$ cat src/rtl/maze_mem_arbiter.sv
// Round-robin arbiter sharing the single-port maze map memory between the map
// loader (0), solver (1) and path scanner (2). One IDLE/ISSUE/RESP transaction at a time.
module maze_mem_arbiter #(
  parameter int ADDR_W = 8,
  parameter int DATA_W = 1
) (
  input  logic              clk,
  input  logic              rst,
  input  logic              req0,
  input  logic              req1,
  input  logic              req2,
  input  logic              rw0,
  input  logic              rw1,
  input  logic              rw2,
  input  logic [ADDR_W-1:0] addr0,
  input  logic [ADDR_W-1:0] addr1,
  input  logic [ADDR_W-1:0] addr2,
  input  logic [DATA_W-1:0] wdata0,
  input  logic [DATA_W-1:0] wdata1,
  input  logic [DATA_W-1:0] wdata2,
  input  logic              lock0,
  input  logic              lock1,
  input  logic              lock2,
  output logic              ack0,
  output logic              ack1,
  output logic              ack2,
  output logic [DATA_W-1:0] rdata,
  output logic [1:0]        grant,
  output logic              busy,
  output logic              mem_rd,
  output logic              mem_wr,
  output logic [ADDR_W-1:0] mem_addr,
  output logic [DATA_W-1:0] mem_din,
  input  logic [DATA_W-1:0] mem_dout
);

  typedef enum logic [1:0] {IDLE, ISSUE, RESP} state_t;

  localparam logic [1:0] NO_GRANT = 2'd3;

  state_t            state, state_nxt;
  logic [1:0]        rr_ptr, rr_nxt;
  logic              locked, locked_nxt;
  logic [1:0]        grant_nxt;
  logic              rw_q, rw_nxt;
  logic [ADDR_W-1:0] addr_q, addr_nxt;
  logic [DATA_W-1:0] wdata_q, wdata_nxt;
  logic [DATA_W-1:0] rdata_q, rdata_nxt;

  logic [2:0]        req_v, rw_v, lock_v;
  logic [ADDR_W-1:0] addr_v  [3];
  logic [DATA_W-1:0] wdata_v [3];

  logic [1:0]        cand0, cand1, cand2;
  logic              pick_valid;
  logic [1:0]        pick_idx;
  logic              take;
  logic [1:0]        take_idx;

  assign req_v  = {req2, req1, req0};
  assign rw_v   = {rw2, rw1, rw0};
  assign lock_v = {lock2, lock1, lock0};

  assign addr_v[0]  = addr0;
  assign addr_v[1]  = addr1;
  assign addr_v[2]  = addr2;
  assign wdata_v[0] = wdata0;
  assign wdata_v[1] = wdata1;
  assign wdata_v[2] = wdata2;

  function automatic logic [1:0] rr_inc(input logic [1:0] p);
    return (p == 2'd2) ? 2'd0 : p + 2'd1;
  endfunction

  // Search order starts at the round-robin pointer and wraps modulo 3.
  assign cand0 = rr_ptr;
  assign cand1 = rr_inc(cand0);
  assign cand2 = rr_inc(cand1);

  always_comb begin
    pick_valid = 1'b0;
    pick_idx   = cand0;
    if (req_v[cand0]) begin
      pick_valid = 1'b1;
      pick_idx   = cand0;
    end else if (req_v[cand1]) begin
      pick_valid = 1'b1;
      pick_idx   = cand1;
    end else if (req_v[cand2]) begin
      pick_valid = 1'b1;
      pick_idx   = cand2;
    end
  end

  // NOTE: every variable written here gets a default first, so no latch can be inferred.
  always_comb begin
    state_nxt  = state;
    rr_nxt     = rr_ptr;
    locked_nxt = locked;
    grant_nxt  = grant;
    rw_nxt     = rw_q;
    addr_nxt   = addr_q;
    wdata_nxt  = wdata_q;
    rdata_nxt  = rdata_q;
    take       = 1'b0;
    take_idx   = grant;

    unique case (state)
      IDLE: begin
        if (locked) begin
          // While locked, grant already holds the owner and only it may proceed.
          if (req_v[grant]) begin
            take     = 1'b1;
            take_idx = grant;
          end
        end else if (pick_valid) begin
          take     = 1'b1;
          take_idx = pick_idx;
        end else begin
          grant_nxt = NO_GRANT;
        end
        if (take) begin
          state_nxt = ISSUE;
          grant_nxt = take_idx;
          rw_nxt    = rw_v[take_idx];
          addr_nxt  = addr_v[take_idx];
          wdata_nxt = wdata_v[take_idx];
        end
      end
      ISSUE: state_nxt = RESP;
      RESP: begin
        state_nxt  = IDLE;
        locked_nxt = lock_v[grant];
        if (!rw_q) rdata_nxt = mem_dout;
        if (!lock_v[grant]) begin
          rr_nxt    = rr_inc(grant);
          grant_nxt = NO_GRANT;
        end
      end
      default: state_nxt = IDLE;
    endcase
  end

  // NOTE: sequential state uses non-blocking assignments so every register samples pre-edge values.
  always_ff @(posedge clk) begin
    if (rst) begin
      state   <= IDLE;
      rr_ptr  <= 2'd0;
      locked  <= 1'b0;
      grant   <= NO_GRANT;
      rw_q    <= 1'b0;
      addr_q  <= '0;
      wdata_q <= '0;
      rdata_q <= '0;
    end else begin
      state   <= state_nxt;
      rr_ptr  <= rr_nxt;
      locked  <= locked_nxt;
      grant   <= grant_nxt;
      rw_q    <= rw_nxt;
      addr_q  <= addr_nxt;
      wdata_q <= wdata_nxt;
      rdata_q <= rdata_nxt;
    end
  end

  // Outputs decode registered state only; read data passes straight through during RESP.
  assign busy     = (state != IDLE);
  assign mem_rd   = (state == ISSUE) && !rw_q;
  assign mem_wr   = (state == ISSUE) && rw_q;
  assign mem_addr = addr_q;
  assign mem_din  = wdata_q;
  assign ack0     = (state == RESP) && (grant == 2'd0);
  assign ack1     = (state == RESP) && (grant == 2'd1);
  assign ack2     = (state == RESP) && (grant == 2'd2);
  assign rdata    = ((state == RESP) && !rw_q) ? mem_dout : rdata_q;

endmodule
$ cat config.mk
export PLATFORM = sky130hd
export DESIGN_NAME = maze_mem_arbiter
export DESIGN_NICKNAME = d
export VERILOG_FILES = /design/src/rtl/maze_mem_arbiter.sv
export SDC_FILE = /design/constraint.sdc
export NUM_CORES = 1
export LEC_CHECK = 0
export ABC_AREA = 0
export CAP_MARGIN = 10
export CORE_ASPECT_RATIO = 0.6
export CORE_MARGIN = 4
export CORE_UTILIZATION = 40
export DETAILED_ROUTE_END_ITERATION = 8
export PLACE_DENSITY = 0.8
export SLEW_MARGIN = 30
export SYNTH_ARGS = -nofsm -noshare
export SYNTH_HDL_FRONTEND = slang
export SYNTH_SLANG_ARGS = --single-unit
$ cat constraint.sdc
create_clock -name clk -period 2.17 [get_ports clk]
set_input_delay 0.434 -clock clk [delete_from_list [all_inputs] [get_ports clk]]
set_output_delay 0.434 -clock clk [all_outputs]
set_load 0.01 [all_outputs]
==> results.tsv <==
stage	metric	value	unit
die	die-width	77.4	um
synthesis	ys_ff_latch	18	
synthesis	ys_seq_area_share	31.1	%
power	p_leak	0.763	nW
die	die_area	0.00385	mm2
cells_and_area	finish.utilization	70.5	%
global_routing	first_global_vias	1255	
clocking	hold_buffers	0	
timing	fin_skew	4.06	ps
clocking	clk_latency	250	ps
detailed_routing	drc_errors	0	
clocking	numCtsBuffers	3	
clocking	clockBufferDepth	2	
setup_path	worstSetupPathType	reg2out	
global_routing	grt_overflow	0	
setup_path	ff2ff_path_depth	6	
global_routing	antenna_found_initial	0	
timing	holdWs	503	ps
hold_path	min_from	mem_addr[4]$_SDFFE_PP0P_	
placement	dp_hpwl	2.84	mm
cells_and_area	fin_cells	240	
timing	hold_viol_final	0	
hold_path	holdPathStages	2	
die	start_util	44.0	%
synthesis	synth_cell_types	37	
die	dieHeight	49.7	um
synthesis	synthesis.area	0.00116	mm2
die	fp.coreArea	0.00263	mm2
clocking	clk_pin_slew	70	ps
placement	dp.cells	234	
placement	portBuffers	56	
clocking	cts-root-buf	clkbuf_8	
detailed_routing	viasPerCell	5.58	
clocking	clock_sinks	18	
die	num_rows	14	
global_routing	grt_max_degree	23	
timing	timing.final.crit_share	95.5	%
timing	clock.fmax	0.482	GHz
detailed_routing	drt_iter0_drc	82	
timing	min_period	2070	ps
clocking	tritoncts	yes	
power	total_power	1.15	mW
power	powerDensity	621	mW/mm2
cells_and_area	drive_gt1_share	11.1	%
setup_path	reg2reg_to	mem_addr[2]$_SDFFE_PP0P_	
timing	final_max_slew_viol_count	0	
synthesis	syn_avg_cell_area	7.87	um2
setup_path	start_kind	register	
status	status	complete, no violations	
hold_path	hold_path_end	mem_addr[4]$_SDFFE_PP0P_	
detailed_routing	num_vias	1339	
timing	rsz0062_at_grt	no	
global_routing	track_usage	19.3	%
setup_path	reg2reg_from	cand0[0]$_SDFFE_PP0P_	
detailed_routing	ant_nets	0	
cells_and_area	antenna_cells	0	
synthesis	yosys_warnings	0	
timing	relSlewSlack	60.3	%
die	io_pins	57	
detailed_routing	drt-pass1-iter-count	4	
global_routing	grt_pass1_wl	5.89	mm
detailed_routing	routedWlPerCell	15.1	um
placement	place.gp.congestion	0.890	
detailed_routing	wl	3.62	mm
timing	report.final.setup_viol	0	
synthesis	syn_inst	147	
setup_path	crit_arrival	1640	ps
synthesis	syn_nets	186	
setup_path	cp_max_fo	9	
hold_path	hp-class	reg2reg	
cells_and_area	nets	249	
setup_path	required	1740	ps
clocking	htree_levels	1	
timing	tightest_slew	593	ps
cells_and_area	areaGrowthSynthToFinish	60.1	%
job	drv_cap	0	
power	ir_worst_vdd	0.000337	V
setup_path	worstSetupEndpointType	output pin	
setup_path	r2r_slack	470	ps
==> how the worst max path moves through the flow <==
stage | startpoint | end | cells past startpoint
final | grant[0]$_SDFFE_PP1P_ | ack2 | 3
after global routing | grant[0]$_SDFFE_PP1P_ | ack2 | 3
after CTS | grant[0]$_SDFFE_PP1P_ | ack2 | 3
after detailed placement | req1 | mem_addr[2]$_SDFFE_PP0P_ | 6
after global placement | req2 | rw_q$_SDFFE_PP0P_ | 6
after floorplan | req2 | mem_addr[0]$_SDFFE_PP0P_ | 6
==> worst max-delay path, stage by stage, from the launching register on <==
cell and delay, ps:
dfxtp_2 380, nor2b_1 300, nor2b_1 170, clkdlybuf4s50_1 540
==> synth_stat cells <==
master / n / area share (%)
dfxtp_1: 18 / 31
nand3b_1: 1 / 0.65
mux2_2: 1 / 0.97
mux2i_1: 3 / 2.6
o21ai_0: 1 / 0.43
a21oi_1: 12 / 5.2
nand3_1: 1 / 0.43
a211oi_1: 9 / 5.8
or3_1: 2 / 1.1
o221ai_1: 1 / 0.76
nor3_1: 2 / 0.86
o21ai_2: 1 / 0.76
o2bb2ai_1: 2 / 1.5
o21ai_1: 10 / 4.3
a221oi_2: 1 / 1.3
nand2_1: 3 / 0.97
or2_1: 2 / 1.1
a21boi_0: 10 / 6.5
o311a_1: 1 / 0.86
a21boi_2: 1 / 0.97
nor2_1: 18 / 5.8
nor2b_1: 4 / 2.2
and3b_1: 1 / 0.76
o311ai_2: 1 / 1.4
nor4bb_1: 1 / 0.86
o21bai_1: 2 / 1.3
clkbuf_1: 5 / 1.6
o2111a_1: 1 / 0.97
buf_2: 3 / 1.3
a21boi_1: 1 / 0.65
and2_1: 2 / 1.1
and3_1: 10 / 5.4
buf_4: 3 / 1.9
inv_1: 5 / 1.6
nand2b_1: 4 / 2.2
a311oi_1: 1 / 0.76
o211ai_1: 3 / 1.9
==> final cells by class <==
class / instances / area (um2)
well taps: 32 / 40.0
flip-flops and latches: 18 / 362
inverters: 5 / 18.8
fillers: 218 / 774
multi-input cells: 113 / 732
clock buffers: 3 / 41.3
repair buffers: 69 / 659
==> state kept, by name (all words and copies together) (netlist names) <==
name and count:
locked 1, mem_addr 8, mem_din 1, rw_q 1, rdata_q 1, grant 2, cand0 2, state 2
==> per-layer routing <==
layer	track usage, %	up-vias	routed length [um]
met5	0	-	0
met2	29.5	46	1670
met4	8.28	0	52
li1	-	660	-
met3	5.45	6	233
met1	25.5	627	1670
==> per-stage QoR <==
stage	setup TNS (ps)	cell area [um2]	worst slack (ps)
after floorplan	0	1160	586
after global placement	-208	1780	-39.8
after detailed placement	-771	1780	-121
after CTS	0	1820	12.8
after global routing	0	1850	4.25
final	0	1850	97.4
==> logic make-up (layout without fill, tap and decap cells) <==
kind of cell | after synthesis | count (layout) | synth area share [%]
compound gates | 58 | 58 | 35.5
buf+inv | 16 | 77 | 6.49
flops | 18 | 18 | 31.1
mux | 4 | 4 | 3.57
simple gates | 51 | 51 | 23.3
==> timing repair <==
item | 4_1_cts | 5_1_grt
endpoints found under the setup margin | 1 | 9
gates cloned | 0 | 0
pin swaps | 0 | 1
setup buffers | 0 | 3
gates resized for setup | 2 | 3
==> placed cells by master (no fill, tap or decap), drive strengths merged, types with 2 or more instances in the layout <==
cell / instances
buf: 13
nor3: 2
nor2b: 4
clkdlybuf4s50: 54
and3: 10
o21ai: 12
nand2b: 4
clkbuf: 3
or2: 2
o21bai: 2
nand2: 3
a21oi: 12
inv: 5
a21boi: 12
o2bb2ai: 2
nor2: 18
a211oi: 9
or3: 2
and2: 2
o211ai: 3
mux2i: 3
dfxtp: 18
==> report_power, final <==
| part | leakage, nW | internal, mW | total, mW | switching [mW] |
|---|---|---|---|---|
| clock | 0.0216 | 0.123 | 0.230 | 0.106 |
| sequential | 0.148 | 0.380 | 0.418 | 0.0378 |
| combinational | 0.593 | 0.275 | 0.504 | 0.229 |
| total | 0.763 | 0.778 | 1.15 | 0.373 |
Power figures use the tool's default switching activity.
